==> src/rtl/lpc_cycle_fifo.sv <==
// lpc_cycle_fifo: captures one lpc_periph cycle record per READY rising edge
// and buffers it in a first-word-fall-through FIFO with a valid/ready output.
// Optional: define LPC_CYCLE_FILTER_EN to push only addresses in
// [FILT_LO, FILT_HI]; out-of-range captures are silently ignored.
// Ports:
//   clk_i, rst_i        LCLK and synchronous active-high reset
//   tdata_i, tready_i   cycle record {addr[31:16], data[15:8], type[7:0]}, READY
//   m_data_o/m_valid_o  head record and its valid; m_ready_i accepts it
//   level_o/full_o/empty_o  occupancy status
//   drop_cnt_o, clr_drop_i  saturating overflow-drop counter and its clear
module lpc_cycle_fifo #(
    parameter int          DEPTH   = 8,
    parameter logic [15:0] FILT_LO = 16'h0000,
    parameter logic [15:0] FILT_HI = 16'hFFFF
) (
    input  logic                       clk_i,
    input  logic                       rst_i,
    input  logic [31:0]                tdata_i,
    input  logic                       tready_i,
    output logic [31:0]                m_data_o,
    output logic                       m_valid_o,
    input  logic                       m_ready_i,
    output logic [$clog2(DEPTH):0]     level_o,
    output logic                       full_o,
    output logic                       empty_o,
    output logic [15:0]                drop_cnt_o,
    input  logic                       clr_drop_i
);

    localparam int AW = $clog2(DEPTH);

    logic [31:0] r_mem [DEPTH];
    logic [AW:0] r_wr_ptr;
    logic [AW:0] r_rd_ptr;
    logic        r_ready_q;
    logic [15:0] r_drop_cnt;

    logic w_cap;
    logic w_in_range;
    logic w_push_req;
    logic w_empty;
    logic w_full;
    logic w_pop;
    logic w_push;
    logic w_drop;

`ifdef LPC_CYCLE_FILTER_EN
    assign w_in_range = (tdata_i[31:16] >= FILT_LO) &&
                        (tdata_i[31:16] <= FILT_HI);
`else
    // Filter bounds are intentionally unused; this folds to a constant.
    logic w_unused_filt;
    assign w_unused_filt = ^{FILT_LO, FILT_HI};
    assign w_in_range    = 1'b1;
`endif

    // READY is a level; only its rising edge marks a newly completed cycle.
    assign w_cap      = tready_i & ~r_ready_q;
    assign w_push_req = w_cap & w_in_range;

    assign w_empty = (r_wr_ptr == r_rd_ptr);
    assign w_full  = (r_wr_ptr[AW] != r_rd_ptr[AW]) &&
                     (r_wr_ptr[AW-1:0] == r_rd_ptr[AW-1:0]);

    assign w_pop  = ~w_empty & m_ready_i;
    // A pop on the same edge frees the slot the push needs.
    assign w_push = w_push_req & (~w_full | w_pop);
    assign w_drop = w_push_req & w_full & ~w_pop;

    always_ff @(posedge clk_i) begin
        if (rst_i) begin
            r_wr_ptr   <= '0;
            r_rd_ptr   <= '0;
            r_ready_q  <= 1'b1;
            r_drop_cnt <= '0;
        end else begin
            r_ready_q <= tready_i;
            if (w_push) begin
                r_wr_ptr <= r_wr_ptr + 1'b1;
            end
            if (w_pop) begin
                r_rd_ptr <= r_rd_ptr + 1'b1;
            end
            if (clr_drop_i) begin
                r_drop_cnt <= {15'd0, w_drop};
            end else if (w_drop && (r_drop_cnt != 16'hFFFF)) begin
                r_drop_cnt <= r_drop_cnt + 16'd1;
            end
        end
    end

    always_ff @(posedge clk_i) begin
        if (w_push) begin
            r_mem[r_wr_ptr[AW-1:0]] <= tdata_i;
        end
    end

    // Gate the head with empty so the output is defined before any write.
    assign m_data_o   = w_empty ? 32'd0 : r_mem[r_rd_ptr[AW-1:0]];
    assign m_valid_o  = ~w_empty;
    assign level_o    = r_wr_ptr - r_rd_ptr;
    assign full_o     = w_full;
    assign empty_o    = w_empty;
    assign drop_cnt_o = r_drop_cnt;

endmodule

==> config.mk <==
export PLATFORM = sky130hd
export DESIGN_NAME = lpc_cycle_fifo
export DESIGN_NICKNAME = d
export VERILOG_FILES = /design/src/rtl/lpc_cycle_fifo.sv
export SDC_FILE = /design/constraint.sdc
export NUM_CORES = 1
export LEC_CHECK = 0
export ABC_AREA = 1
export CORE_ASPECT_RATIO = 1.5
export CORE_MARGIN = 5
export CORE_UTILIZATION = 60
export DETAILED_ROUTE_END_ITERATION = 7
export HOLD_SLACK_MARGIN = 0.05
export MAX_ROUTING_LAYER = met4
export PLACE_DENSITY = 0.9
export SLEW_MARGIN = 20
export SYNTH_ARGS = -nofsm -noshare
export SYNTH_HDL_FRONTEND = slang
export SYNTH_SLANG_ARGS = --single-unit
export TNS_END_PERCENT = 10
==> constraint.sdc <==
create_clock -name clk_i -period 8.2 [get_ports clk_i]
set_input_delay 0.82 -clock clk_i [delete_from_list [all_inputs] [get_ports clk_i]]
set_output_delay 0.82 -clock clk_i [all_outputs]
set_load 0.05 [all_outputs]
## Word-level counts from Yosys, hierarchy flattened

Memories as Yosys holds them, arrays and structs flattened. A register that Yosys moved wholly into a read port is not among the register bits.
Cells that the tools add are included.

- Add/sub/neg operators: 4
- Equal/unequal tests: 4
- Muxes and demuxes: 7
- Bitwise gates (word level): 10
- Reduce and logical (&&, ||, !) cells: 4

Operator list:

| cell | number |
|---|---|
| 2-to-1 mux 32 bit | 1 |
| adder 16 x 1 -> 16 bit (second input constant) | 1 |
| inequality test 16 bit (second input constant) | 1 |
| adder 4 x 1 -> 4 bit (second input constant) | 2 |
| 2-to-1 mux 3 bit | 2 |
| bitwise AND 1 bit | 5 |
| equality test 4 bit | 1 |
| 2-to-1 mux 1 bit | 4 |
| inverter 1 bit | 4 |
| subtractor 4 bit | 1 |
| equality test 3 bit | 1 |
| logical AND 1 bit | 2 |
| nonzero test 2 bit | 1 |
| OR reduction 2 bit | 1 |
| inequality test 1 bit | 1 |
| OR 1 bit | 1 |

- Register bits: 25
- Memory bits (writable): 256
- Bits of input ports: 37
- Output and inout port bits: 55
- Logic and storage cells: 35
- Memories: 1

Memory list:

| name | words | width | rd ports | clocked after Yosys merged registers in | write ports | RTL line | source |
|---|---|---|---|---|---|---|---|
| r_mem | 8 | 32 | 1 | 1 | 1 | 32 | `logic [31:0] r_mem [DEPTH];` |

## Longest topological paths before layout

- Depth in word-level cells: 8
- Gate-level depth with buffers: 10
- Depth with buffers taken out: 10

## Worst setup path before layout

No wires, ideal clock.

- Path kind: register to register
- Start point: register r_wr_ptr[0]
- End point: memory r_mem[6][0], enable pin
- Setup time: 0.461 ns
- Arrival: 3.852 ns
- Required time: 7.739 ns
- Setup slack: 3.887 ns
- Cell stages (with the launch flop): 10
- Path buffers: 0
- Period minus slack after synthesis: 4.313 ns
- Path through: dfxtp_1 -> inv_1 -> ha_1 -> inv_1 -> nor2_4 -> nand3_1 -> nand2_1 -> inv_2 -> nand2_1 -> nor3_1

- Word-level cells in the longest chain between the ends: 7
- Elaborated cells between the ends (all ways): 10
- Those cells by class: eq/ne (2); mux (2); bitwise (5); reduce/logical (1)

Ends and longest elaborated chain:

| what | RTL line | source |
|---|---|---|
| from (decl) | 33 | `logic [AW:0] r_wr_ptr;` |
| from (signal assigned) | 79 | `r_wr_ptr <= r_wr_ptr + 1'b1;` |
| equality test 4 bit / equality test 3 bit (equally long branches) | 61, 63 |  |
| inverter 1 bit / logical AND 1 bit (equally long branches) | 65, 62 |  |
| bitwise AND 1 bit / inverter 1 bit (equally long branches) | 65, 67 |  |
| OR 1 bit | 67 | `assign w_push = w_push_req & (~w_full \| w_pop);` |
| bitwise AND 1 bit | 67 |  |
| 2-to-1 mux 1 bit | 93 | `if (w_push) begin` |
| 2-to-1 mux 1 bit (not written as such) | 94 | `r_mem[r_wr_ptr[AW-1:0]] <= tdata_i;` |
| to (decl) | 32 |  |

Several ways; a longest one is shown, not always the timed one.

==> results.txt <==
outcome -> finished, final reports clean
post-layout util -> 71.36%
Core Region -> 0.01916 mm2
critical path capture point type -> primary output
Die ar. -> 0.02241 mm2
gr ovfl total -> 0
CP max stage cell -> clkinv_1
Tmin final -> 4844 ps
HP Class -> flip-flop to flip-flop
Final WS setup -> 3356 ps
vias in the first global route -> 7865
Clock Latency Late Sink -> 520 ps
Final Max Tran Viols -> 0
met1 Resource Use GR -> 26.97%
CTS tree -> yes
Fin. Hold Viols -> 0
DIE HEIGHT -> 180.8 um
met3 Resource Use GR -> 3.504%
clk_skew -> 10.89 ps
syn avg cell area -> 12.06 um2
# rows -> 62
clk buf depth -> 3
Final Hold Slack -> 496.8 ps
Buffers on Ports -> 91
Worst Tran Pin Value -> 1131 ps
crit path buf inv count -> 2
largest net degree at the start of global routing -> 90
Vias -> 7794
worst-path cell chain -> clkinv_1, o21ai_0, nor2_1, clkdlybuf4s50_1
syn_nets -> 1012
routed wire length -> 25880 um
Syn Inst Count -> 968
fmax -> 0.2064 GHz
# setup viols final -> 0
post-CTS setup buffer count -> 0
DP Worst Slack -> 4259 ps
CP required -> 7380 ps
maxcap violations -> 0
post-synth cell types -> 33
WL per Instance -> 19.61 um
final non-filler cell total -> 1320
initial drt markers -> 949
post-CTS resize count -> 0
max incr delay on CP -> 1160 ps
RSZ-0062 raised after global routing -> no
GR Util All Layers -> 23.41%
Pwr per Cell Area -> 252.8 mW/mm2
Initial Util -> 60.93%
met2 usage -> 41.21%
fin crit share -> 59.07%
Post-synth top flop -> edfxtp_1
EDFF count, synth -> 256
clk sinks -> 284
Netlist Area Pre-Place -> 0.01167 mm2
worst-case vdd ir drop -> 0.0001384 V
Lkg Pwr -> 0.004474 uW
number of instances in the placed design -> 1270
hpwl dp -> 14030 um
global-route wire length before repair -> 39670 um
CTS Hold Bufs -> 0
Synth Register Bits -> 284
Setup Crit Path Kind -> flip-flop to primary output
Reg area -> 0.008257 mm2
die width -> 123.9 um
FFs w/ async S/R, synth -> 0%
Vias/cell -> 5.905
Final ANT Viol Nets -> 0
clock-pin slew on the worst setup and hold paths -> 70 ps
root buffer cell -> clkbuf_16
post-synthesis sequential area ratio -> 70.65%
setup TNS -> 0 ps
initial antenna violation count -> 1
worst endpoint data arrival time -> 4020 ps
multi-input logic area -> 0.003094 mm2
drt first pass iters -> 5
htree depth -> 1
Filler cells -> 1198
critical path launch point type -> flip-flop
Synth Warn # -> 0
GRT busiest layer -> met2
Layout Nets -> 1089
max_slew headroom -> 24.10%
total CTS buffers -> 24
share of layout cells above drive strength 1 -> 8.561%
CP max FO -> 33
I/O pin count -> 92
GPL Wtd Cong -> 0.8729
DRC viols -> 0
crit-path leading delay family -> buffers and inverters
Area growth syn-to-layout -> 17.11%
[per-stage QoR]
stage	total power (uW)	instance area, um2
final	3456	13670
after global routing	3579	13670
after CTS	3453	13570
after detailed placement	2337	12770
after global placement	2317	12740
after floorplan	2120	11670
[cell families (layout without fill, tap and decap cells)]
family / Yosys count / count (layout) / share of synthesized area [%]
other: 0 / 1 / 0
AO/OA/AOI/OAI: 221 / 221 / 10.14
AND/OR/NAND/NOR: 331 / 331 / 11.56
flip-flops: 284 / 284 / 70.65
XOR/XNOR: 10 / 10 / 0.7502
adder cells (fa/ha/maj): 7 / 7 / 0.8145
multiplexers: 32 / 32 / 2.744
buffers and inverters: 83 / 178 / 3.344
[synthesized netlist by cell type (2+ instances only)]
library cell,number,area (um2)
nor2_4,4,45.04
clkbuf_1,23,86.33
nand2_1,68,255.2
o21ai_1,16,80.08
nand3_1,13,65.06
a21oi_2,10,87.58
mux2i_1,32,320.3
dfxtp_1,28,560.5
inv_2,3,11.26
xor2_1,5,43.79
inv_1,28,105.1
buf_2,20,100.1
o22ai_1,32,200.2
nand4_1,4,25.02
edfxtp_1,256,7687
nor2_1,223,837.1
nand3b_1,2,15.01
o21ai_0,150,750.7
nand2_2,12,75.07
ha_1,6,75.07
buf_6,4,45.04
a21oi_1,13,65.06
xnor2_1,5,43.79
nor3_1,2,10.01
[state kept, by name (all words and copies together), names as in the netlist, named ones only]
| register | flops |
|---|---|
| drop_cnt_o | 16 |
| r_mem | 256 |
| r_rd_ptr | 4 |
| r_ready_q | 1 |
| r_wr_ptr | 4 |
[final timing paths]
check	start	end	slack (ps)	cells past startpoint
hold / removal	r_rd_ptr[3]	r_rd_ptr[3]	500	2
setup / recovery	flip-flop	m_data_o[22]	3360	4
setup reg to reg	r_rd_ptr[1]	r_mem[4][22]	5170	9
hold reg to reg	r_rd_ptr[3]	r_rd_ptr[3]	500	2
[placed cells by master, fill, tap and decap left out, types with 6 or more instances in the layout]
cell type	count
a21oi_1	13
a21oi_2	10
clkbuf_1	8
clkbuf_16	28
clkdlybuf4s50_1	91
dfxtp_1	25
edfxtp_1	256
ha_1	6
inv_1	26
mux2i_1	32
nand2_1	68
nand2_2	12
nand3_1	13
nor2_1	216
nor2_4	11
o21ai_0	150
o21ai_1	16
o22ai_1	32
[power by group]
part           total (uW)  internal (uW)  switching (uW)
combinational         703            219             484
sequential           1620           1590            30.5
clock                1130            647             487
total                3460           2450            1000
[cell type report]
cell class / instances / share of cell area, %
flip-flops and latches: 284 / 60.39
multi-input cells: 601 / 22.63
repair buffers: 102 / 7.888
clock buffers: 39 / 5.646
well taps: 256 / 2.343
inverters: 32 / 0.8785
clock inverters: 5 / 0.2105
diodes: 1 / 0.01830
[routing by layer]
layer | part of all wire, % | vias up | wire (um)
li1 | - | 3597 | -
met1 | 36 | 3776 | 9308
met2 | 53 | 361 | 13770
met3 | 7.9 | 60 | 2056
met4 | 2.9 | 0 | 745
met5 | 0 | - | 0
[worst reg2reg max path: stages (launching register included)]
cell and delay (ps):
dfxtp_1 450, inv_1 100, ha_1 290, nand2_2 90
nor2_4 50, nand3_1 140, nand2_1 220, inv_2 130
nand2_1 230, nor2_4 920
Note: power is estimated with default switching activity, not from simulation.
